## src/rtl/div_unit.sv

```systemverilog
// Iterative RV64M divide/remainder unit (DIV/DIVU/REM/REMU and W variants).
// Restoring shift-subtract datapath, one quotient bit per cycle, start/busy/done handshake.
module div_unit #(
  parameter int unsigned XLEN = 64
) (
  input  logic            clk,
  input  logic            rst_n,
  input  logic            start_i,
  input  logic [XLEN-1:0] a_i,
  input  logic [XLEN-1:0] b_i,
  input  logic [1:0]      func_i,
  input  logic            word_i,
  output logic            busy_o,
  output logic            done_o,
  output logic [XLEN-1:0] s_o
);

  typedef enum logic [1:0] {StIdle, StCalc, StFix} state_e;

  state_e          state_q, state_d;
  logic            prep_q, prep_d;
  logic [5:0]      cnt_q, cnt_d;
  logic [1:0]      func_q, func_d;
  logic            word_q, word_d;
  logic            negq_q, negq_d;
  logic            negr_q, negr_d;
  logic [XLEN-1:0] quo_q, quo_d;
  logic [XLEN-1:0] rem_q, rem_d;
  logic [XLEN-1:0] div_q, div_d;
  logic [XLEN-1:0] s_q, s_d;
  logic            done_q, done_d;

  // Start-side decode on the raw request.
  logic sgn_op, sa_i, sb_i, b_zero, ovf;
  assign sgn_op = ~func_i[0];
  assign sa_i   = word_i ? a_i[31] : a_i[63];
  assign sb_i   = word_i ? b_i[31] : b_i[63];
  assign b_zero = word_i ? (b_i[31:0] == 32'd0) : (b_i == '0);
  assign ovf    = sgn_op & (word_i ? ((a_i[31:0] == 32'h8000_0000) && (&b_i[31:0]))
                                   : ((a_i == {1'b1, {(XLEN-1){1'b0}}}) && (&b_i)));

  // Operands are latched raw and turned into magnitudes one cycle later, keeping the
  // negation off the start path. Word dividends sit in the top half so that 32 shifts
  // leave the quotient in the low half.
  logic            sgn_q;
  logic [XLEN-1:0] mag_a, mag_b;
  assign sgn_q = ~func_q[0];
  assign mag_a = word_q ? {((sgn_q & quo_q[31]) ? -quo_q[31:0] : quo_q[31:0]), 32'd0}
                        : ((sgn_q & quo_q[63]) ? -quo_q : quo_q);
  assign mag_b = word_q ? {32'd0, ((sgn_q & div_q[31]) ? -div_q[31:0] : div_q[31:0])}
                        : ((sgn_q & div_q[63]) ? -div_q : div_q);

  // rem < divisor always holds, so bit XLEN of the trial is a valid sign bit.
  logic [XLEN:0] rem_shift, trial;
  assign rem_shift = {rem_q, quo_q[XLEN-1]};
  assign trial     = rem_shift - {1'b0, div_q};

  logic [XLEN-1:0] q_fix, r_fix, res;
  assign q_fix = negq_q ? -quo_q : quo_q;
  assign r_fix = negr_q ? -rem_q : rem_q;
  assign res   = func_q[1] ? r_fix : q_fix;

  always_comb begin
    state_d = state_q;
    prep_d  = prep_q;
    cnt_d   = cnt_q;
    func_d  = func_q;
    word_d  = word_q;
    negq_d  = negq_q;
    negr_d  = negr_q;
    quo_d   = quo_q;
    rem_d   = rem_q;
    div_d   = div_q;
    s_d     = s_q;
    done_d  = 1'b0;
    unique case (state_q)
      StIdle: begin
        if (start_i) begin
          func_d  = func_i;
          word_d  = word_i;
          state_d = StFix;
          negq_d  = 1'b0;
          negr_d  = 1'b0;
          if (b_zero) begin
            quo_d = '1;
            rem_d = a_i;
          end else if (ovf) begin
            quo_d = a_i;
            rem_d = '0;
          end else begin
            quo_d   = a_i;
            div_d   = b_i;
            rem_d   = '0;
            negq_d  = sgn_op & (sa_i ^ sb_i);
            negr_d  = sgn_op & sa_i;
            cnt_d   = word_i ? 6'd31 : 6'd63;
            prep_d  = 1'b1;
            state_d = StCalc;
          end
        end
      end
      StCalc: begin
        if (prep_q) begin
          quo_d  = mag_a;
          div_d  = mag_b;
          prep_d = 1'b0;
        end else begin
          quo_d = {quo_q[XLEN-2:0], ~trial[XLEN]};
          rem_d = trial[XLEN] ? rem_shift[XLEN-1:0] : trial[XLEN-1:0];
          cnt_d = cnt_q - 6'd1;
          if (cnt_q == 6'd0) state_d = StFix;
        end
      end
      StFix: begin
        s_d     = word_q ? {{32{res[31]}}, res[31:0]} : res;
        done_d  = 1'b1;
        state_d = StIdle;
      end
      default: state_d = StIdle;
    endcase
  end

  always_ff @(posedge clk or negedge rst_n) begin
    if (!rst_n) begin
      state_q <= StIdle;
      prep_q  <= 1'b0;
      cnt_q   <= '0;
      func_q  <= '0;
      word_q  <= 1'b0;
      negq_q  <= 1'b0;
      negr_q  <= 1'b0;
      quo_q   <= '0;
      rem_q   <= '0;
      div_q   <= '0;
      s_q     <= '0;
      done_q  <= 1'b0;
    end else begin
      state_q <= state_d;
      prep_q  <= prep_d;
      cnt_q   <= cnt_d;
      func_q  <= func_d;
      word_q  <= word_d;
      negq_q  <= negq_d;
      negr_q  <= negr_d;
      quo_q   <= quo_d;
      rem_q   <= rem_d;
      div_q   <= div_d;
      s_q     <= s_d;
      done_q  <= done_d;
    end
  end

  assign busy_o = (state_q != StIdle);
  assign done_o = done_q;
  assign s_o    = s_q;

endmodule

```

## config.mk

```make
export PLATFORM = sky130hd
export DESIGN_NAME = div_unit
export DESIGN_NICKNAME = d
export VERILOG_FILES = /design/src/rtl/div_unit.sv
export SDC_FILE = /design/constraint.sdc
export NUM_CORES = 1
export LEC_CHECK = 0
export BUFFER_PORTS_ARGS = -buffer_cell sky130_fd_sc_hd__buf_4
export CORE_MARGIN = 3
export CORE_UTILIZATION = 43
export DETAILED_ROUTE_END_ITERATION = 12
export HOLD_SLACK_MARGIN = 0.05
export PLACE_DENSITY_LB_ADDON = 0.2
export SKIP_CTS_REPAIR_TIMING = 1
export SLEW_MARGIN = 0
export SYNTH_ARGS = -nofsm -noshare
export SYNTH_HDL_FRONTEND = slang
export SYNTH_SLANG_ARGS = --single-unit
```

## constraint.sdc

```tcl
create_clock -name clk -period 7.9 [get_ports clk]
set_input_delay 0.79 -clock clk [delete_from_list [all_inputs] [get_ports clk]]
set_output_delay 0.79 -clock clk [all_outputs]
set_load 0.005 [all_outputs]
```

## Word level (Yosys, flattened, before mapping)

Cells that the tools add are included.

- Output and inout bits: 66
- Bits of input ports: 134
- Logic and storage cells: 111
- Register bits after elaboration: 271

- Multiplexer cells: 49
- Add/subtract/negate cells: 7
- Eq/ne operators: 13
- Bitwise gates (word level): 11
- Reductions and logical operators: 18

Operators with widths:

| operator | number |
|---|---|
| two-way mux 64 bit | 19 |
| case mux 64 bit (2 select lines) | 3 |
| negation 64 bit | 3 |
| subtractor 65 x 64 -> 65 bit | 1 |
| == test 64 bit, second input constant | 1 |
| logical NOT 64 bit | 1 |
| two-way mux 32 bit | 2 |
| negation 32 bit | 2 |
| AND reduction 64 bit | 1 |
| == test 32 bit, second input constant | 1 |
| logical NOT 32 bit | 1 |
| AND reduction 32 bit | 1 |
| two-way mux 6 bit | 5 |
| two-way mux 1 bit | 12 |
| != test 2 bit, second input constant | 6 |
| case mux 6 bit (2 select lines) | 1 |
| two-way mux 2 bit | 5 |
| AND reduction 3 bit | 3 |
| AND 1 bit | 7 |
| AND reduction 7 bit | 1 |
| logical NOT 6 bit | 1 |
| != test 3 bit, second input constant | 2 |
| AND reduction 6 bit | 1 |
| subtractor 6 x 1 -> 6 bit, second input constant | 1 |
| other kinds (13) | 17 |

## Logic depth before layout (Yosys ltp)

- Depth in word-level cells: 8
- Gate-level depth with buffers: 17
- Gate-level depth less buffers: 14

## Worst setup path after synthesis

OpenSTA, ideal clock, no wires.

- Path type: flip-flop to flip-flop
- From: register div_q[24]
- To: register rem_q[21]
- Slack: 4.172 ns
- Data arrival time: 3.646 ns
- Data required time: 7.818 ns
- Clock period less this slack: 3.728 ns
- Setup time: 0.082 ns
- Cell stages (with the launch flop): 17
- Path buffers: 4
- Cell sequence: dfrtp_1 clkbuf_1 inv_1 ha_1 buf_2 nand4_1 nor4_1 nand4_1 a21oi_1 o21ai_1 a31oi_1 mux2_2 nor2_2 buf_2 buf_1 nand3_1 a31oi_1

- Longest elaborated chain between the ends: 4

RTL lines:

| item | RTL line | RTL |
|---|---|---|
| start, declared | 29 | `logic [XLEN-1:0] div_q, div_d;` |
| start signal, assigned | 147 | `div_q <= div_d;` |
| subtractor 65 x 64 -> 65 bit | 56 | `assign trial = rem_shift - {1'b0, div_q};` |
| two-way mux 64 bit | 109 | `rem_d = trial[XLEN] ? rem_shift[XLEN-1:0] : trial[XLEN-1:0];` |
| two-way mux 64 bit | 103 | `if (prep_q) begin` |
| case mux 64 bit (2 select lines) | 76 | `unique case (state_q)` |
| end signal, assigned | 146 | `rem_q <= rem_d;` |
| end, declared | 28 | `logic [XLEN-1:0] rem_q, rem_d;` |

Every way passes these cells. The select of a mux whose other input is x is not followed.
A chain may end at the register's enable or synchronous reset.

## Worst setup path in the final report

- From: register quo_q[63]
- To: register rem_q[20]

- Longest elaborated chain between the ends: 4

RTL lines:

| item | RTL line | RTL |
|---|---|---|
| start, declared | 27 | `logic [XLEN-1:0] quo_q, quo_d;` |
| start signal, assigned | 145 | `quo_q <= quo_d;` |
| subtractor 65 x 64 -> 65 bit | 56 |  |
| two-way mux 64 bit | 109 |  |
| two-way mux 64 bit | 103 |  |
| case mux 64 bit (2 select lines) | 76 |  |

Every way passes these cells. The select of a mux whose other input is x is not followed.

==> flow_summary.json <==
{
  "ys_seq_area_frac": 0.290,
  "vias": 25600,
  "via_per_inst": 6.52,
  "cp-end-kind": "flop",
  "drive_gt1_frac": 0.107,
  "wl_met1_um": 42200,
  "overflow": 0,
  "critical_path.startpoint_type": "flop",
  "cp_max_fo": 19,
  "placed_area_um2": 25100,
  "synthCells": 3178,
  "final-hold-violation-count": 0,
  "tns_ps": 0,
  "slew_violations": 0,
  "route.top_layer_used": "met5",
  "nets": 3412,
  "fmax_ghz": 0.205,
  "area_growth_pct": 12.6,
  "n_fill_cell": 5320,
  "rsz0062_at_grt": "no",
  "critical_path_arrival_ps": 5290,
  "cts_tree": "done",
  "grt_pass1_wl_um": 149000,
  "yosysUniqueCellTypes": 88,
  "ys_ff_latch": 271,
  "setup_viol_count_final": 0,
  "worst_pin_slew_ps": 1110,
  "synth_flop_cell": "dfrtp_1",
  "gp_congestion": 0.924,
  "ios": 200,
  "powerDensity_nw_per_um2": 556,
  "regToRegSetupSlack_ps": 3030,
  "ys_async_sr_fraction": 1.00,
  "hp-class": "in2async",
  "status": "completed",
  "die-height_um": 239,
  "startpoint": "quo_q[63]$_DFFE_PN0P_",
  "routed_wirelength_um": 99100,
  "htree_levels": 2,
  "synth_edf_count": 0,
  "synth.avg_cell_area_um2": 7.35,
  "fin_ws_ps": 3030,
  "leakage_uw": 0.0105,
  "wire_per_inst_um": 25.3,
  "grt_max_degree": 134,
  "synth_area_um2": 23300,
  "met3WireLength_um": 9560,
  "drt_first_iter_violations": 3159,
  "yosys_warnings": 0,
  "initial_utilization": 0.439,
  "worstSkewPairLatency_ps": 570,
  "clock-root-buffer": "clkbuf_16",
  "drv_cap": 0,
  "cts_buffer_depth": 3,
  "cts-buffers-inserted": 36,
  "dr_wl_met2_um": 42300,
  "antenna_found_initial": 4,
  "fin_area_um2": 26300,
  "die_x_um": 239,
  "regToRegStartpoint": "quo_q[63]$_DFFE_PN0P_",
  "grt_usage": 0.338,
  "first_global_vias": 23700,
  "pre_cts_ws_ps": 3080,
  "clk_pin_slew_worst_paths_ps": 60,
  "skew_ps": 34.5,
  "hpwl_um": 74100,
  "period_minus_slack_ps": 4870,
  "path_class": "reg2reg",
  "core_um2": 53200,
  "diodes": 0,
  "dieArea_um2": 57100,
  "drt_first_pass_iters": 6,
  "clkSinkCount": 271,
  "slew_headroom": 0.249,
  "port_buffers": 199,
  "core.rowCount": 84,
  "cp.required_ps": 8320,
  "ir_drop_v": 0.000279,
  "finalCritPeriodShare": 0.617,
  "drc_errors": 0,
  "synth.net_count": 3382,
  "ant_nets": 0
}
==> synthesized netlist by cell type, types with 16 or more instances <==
| cell type | instances | area share |
|---|---|---|
| nand2_1 | 385 | 0.062 |
| a21oi_1 | 306 | 0.066 |
| o21ai_0 | 294 | 0.063 |
| nor2_1 | 272 | 0.044 |
| dfrtp_1 | 271 | 0.29 |
| clkbuf_1 | 203 | 0.033 |
| xnor2_1 | 120 | 0.045 |
| nor3_1 | 117 | 0.025 |
| inv_1 | 104 | 0.017 |
| xor2_1 | 99 | 0.037 |
| ha_1 | 69 | 0.037 |
| nand4_1 | 63 | 0.017 |
| nand3_1 | 62 | 0.013 |
| nor4_1 | 57 | 0.015 |
| o21ai_1 | 56 | 0.012 |
| o22ai_1 | 55 | 0.015 |
| a31oi_1 | 39 | 0.010 |
| or3_1 | 39 | 0.010 |
| o211ai_1 | 36 | 0.012 |
| a21o_1 | 34 | 0.011 |
| nand2b_1 | 32 | 0.0086 |
| buf_1 | 28 | 0.0045 |
| o31ai_1 | 28 | 0.0090 |
| a211oi_1 | 27 | 0.0087 |
| and3_1 | 27 | 0.0072 |
| nor3b_1 | 23 | 0.0074 |
| or4_1 | 22 | 0.0071 |
| a221oi_1 | 20 | 0.0075 |
| o21bai_1 | 19 | 0.0061 |
| a22oi_1 | 17 | 0.0055 |
| a32oi_1 | 16 | 0.0060 |
==> where the power goes <==
part	internal, uW	switching (uW)	leakage (uW)	total [uW]
clock	976	701	0.000585	1680
combinational	3620	6040	0.00664	9660
sequential	2130	1140	0.00330	3270
total	6730	7880	0.0105	14600
==> metrics by stage <==
step | hold WS, ps | util | power (uW) | instances
after global routing | 345 | 0.494 | 15700 | 3922
after detailed placement | 470 | 0.472 | 12700 | 3858
after floorplan | 463 | - | 9680 | 3178
after CTS | 302 | 0.494 | 14400 | 3922
final | 278 | 0.494 | 14600 | 3922
after global placement | 463 | 0.472 | 12600 | 3858
==> flip-flops by register name (all words and copies together) (netlist names) <==
name,flops
div_q,64
quo_q,64
rem_q,64
s_o,64
cnt_q,6
func_q,2
state_q,2
done_o,1
negq_q,1
negr_q,1
prep_q,1
word_q,1
==> placed cells by master (no fill, tap or decap), types with 39 or more instances in the layout <==
cell type | Yosys | layout
xor2_1 | 99 | 99
nand4_1 | 63 | 63
nor3_1 | 117 | 117
o22ai_1 | 55 | 55
xnor2_1 | 120 | 120
nor2_1 | 272 | 271
o21ai_1 | 56 | 55
nor4_1 | 57 | 57
o21ai_0 | 294 | 294
or3_1 | 39 | 39
ha_1 | 69 | 69
a21oi_1 | 306 | 306
inv_1 | 104 | 104
a31oi_1 | 39 | 39
buf_4 | 0 | 232
dfrtp_1 | 271 | 267
nand2_1 | 385 | 384
nand3_1 | 62 | 62
==> worst paths after layout <==
check | cells after the start | end
setup reg to reg | 15 | rem_q[20]$_DFFE_PN0P_
hold / removal | 1 | quo_q[12]$_DFFE_PN0P_
min in group clk | 2 | negq_q$_DFFE_PN0P_
hold reg to reg | 2 | s_o[52]$_DFFE_PN0P_
setup / recovery | 15 | rem_q[20]$_DFFE_PN0P_
max in group asynchronous | 2 | s_o[54]$_DFFE_PN0P_
==> worst max-delay path, cell delays in order (launching register included) <==
cell and delay [ps]:
dfrtp_1 350, inv_1 140, ha_1 270, fa_1 390, nand2b_1 200, a21oi_1 240, o211ai_1 190, a21oi_1 240
o21ai_1 180, a31oi_1 380, mux2_2 470, nor2_2 590, buf_4 390, mux2_2 370, a221oi_1 270, nor2_1 80
==> kinds of logic (layout without fill, tap and decap cells) <==
logic type	count (synthesis)	count (layout)	share of synthesized area
AOI/OAI and AO/OA	1061	1061	0.275
xor gates and xnor gates	219	219	0.0822
adders and majority gates	70	70	0.0378
buffers and inverters	347	403	0.0564
DFF	271	271	0.290
muxes	20	20	0.00900
and+or+nand+nor	1190	1190	0.249
==> metal layers <==
metal / track usage / vias up
li1: - / 11600
met1: 0.483 / 12300
met2: 0.500 / 1464
met3: 0.0542 / 220
met4: 0.153 / 2
met5: 0 / -
==> cell type report <==
class	instances	area [um^2]	share of cell area
tap	688	861	0.0327
inverter	105	394	0.0150
timing repair buffer	234	1780	0.0676
clock inverter	13	114	0.00433
clock buffer	51	1070	0.0406
multi-input combinational	2560	15300	0.582
sequential	271	6790	0.258
No activity file was read; power rests on OpenSTA's default activity.
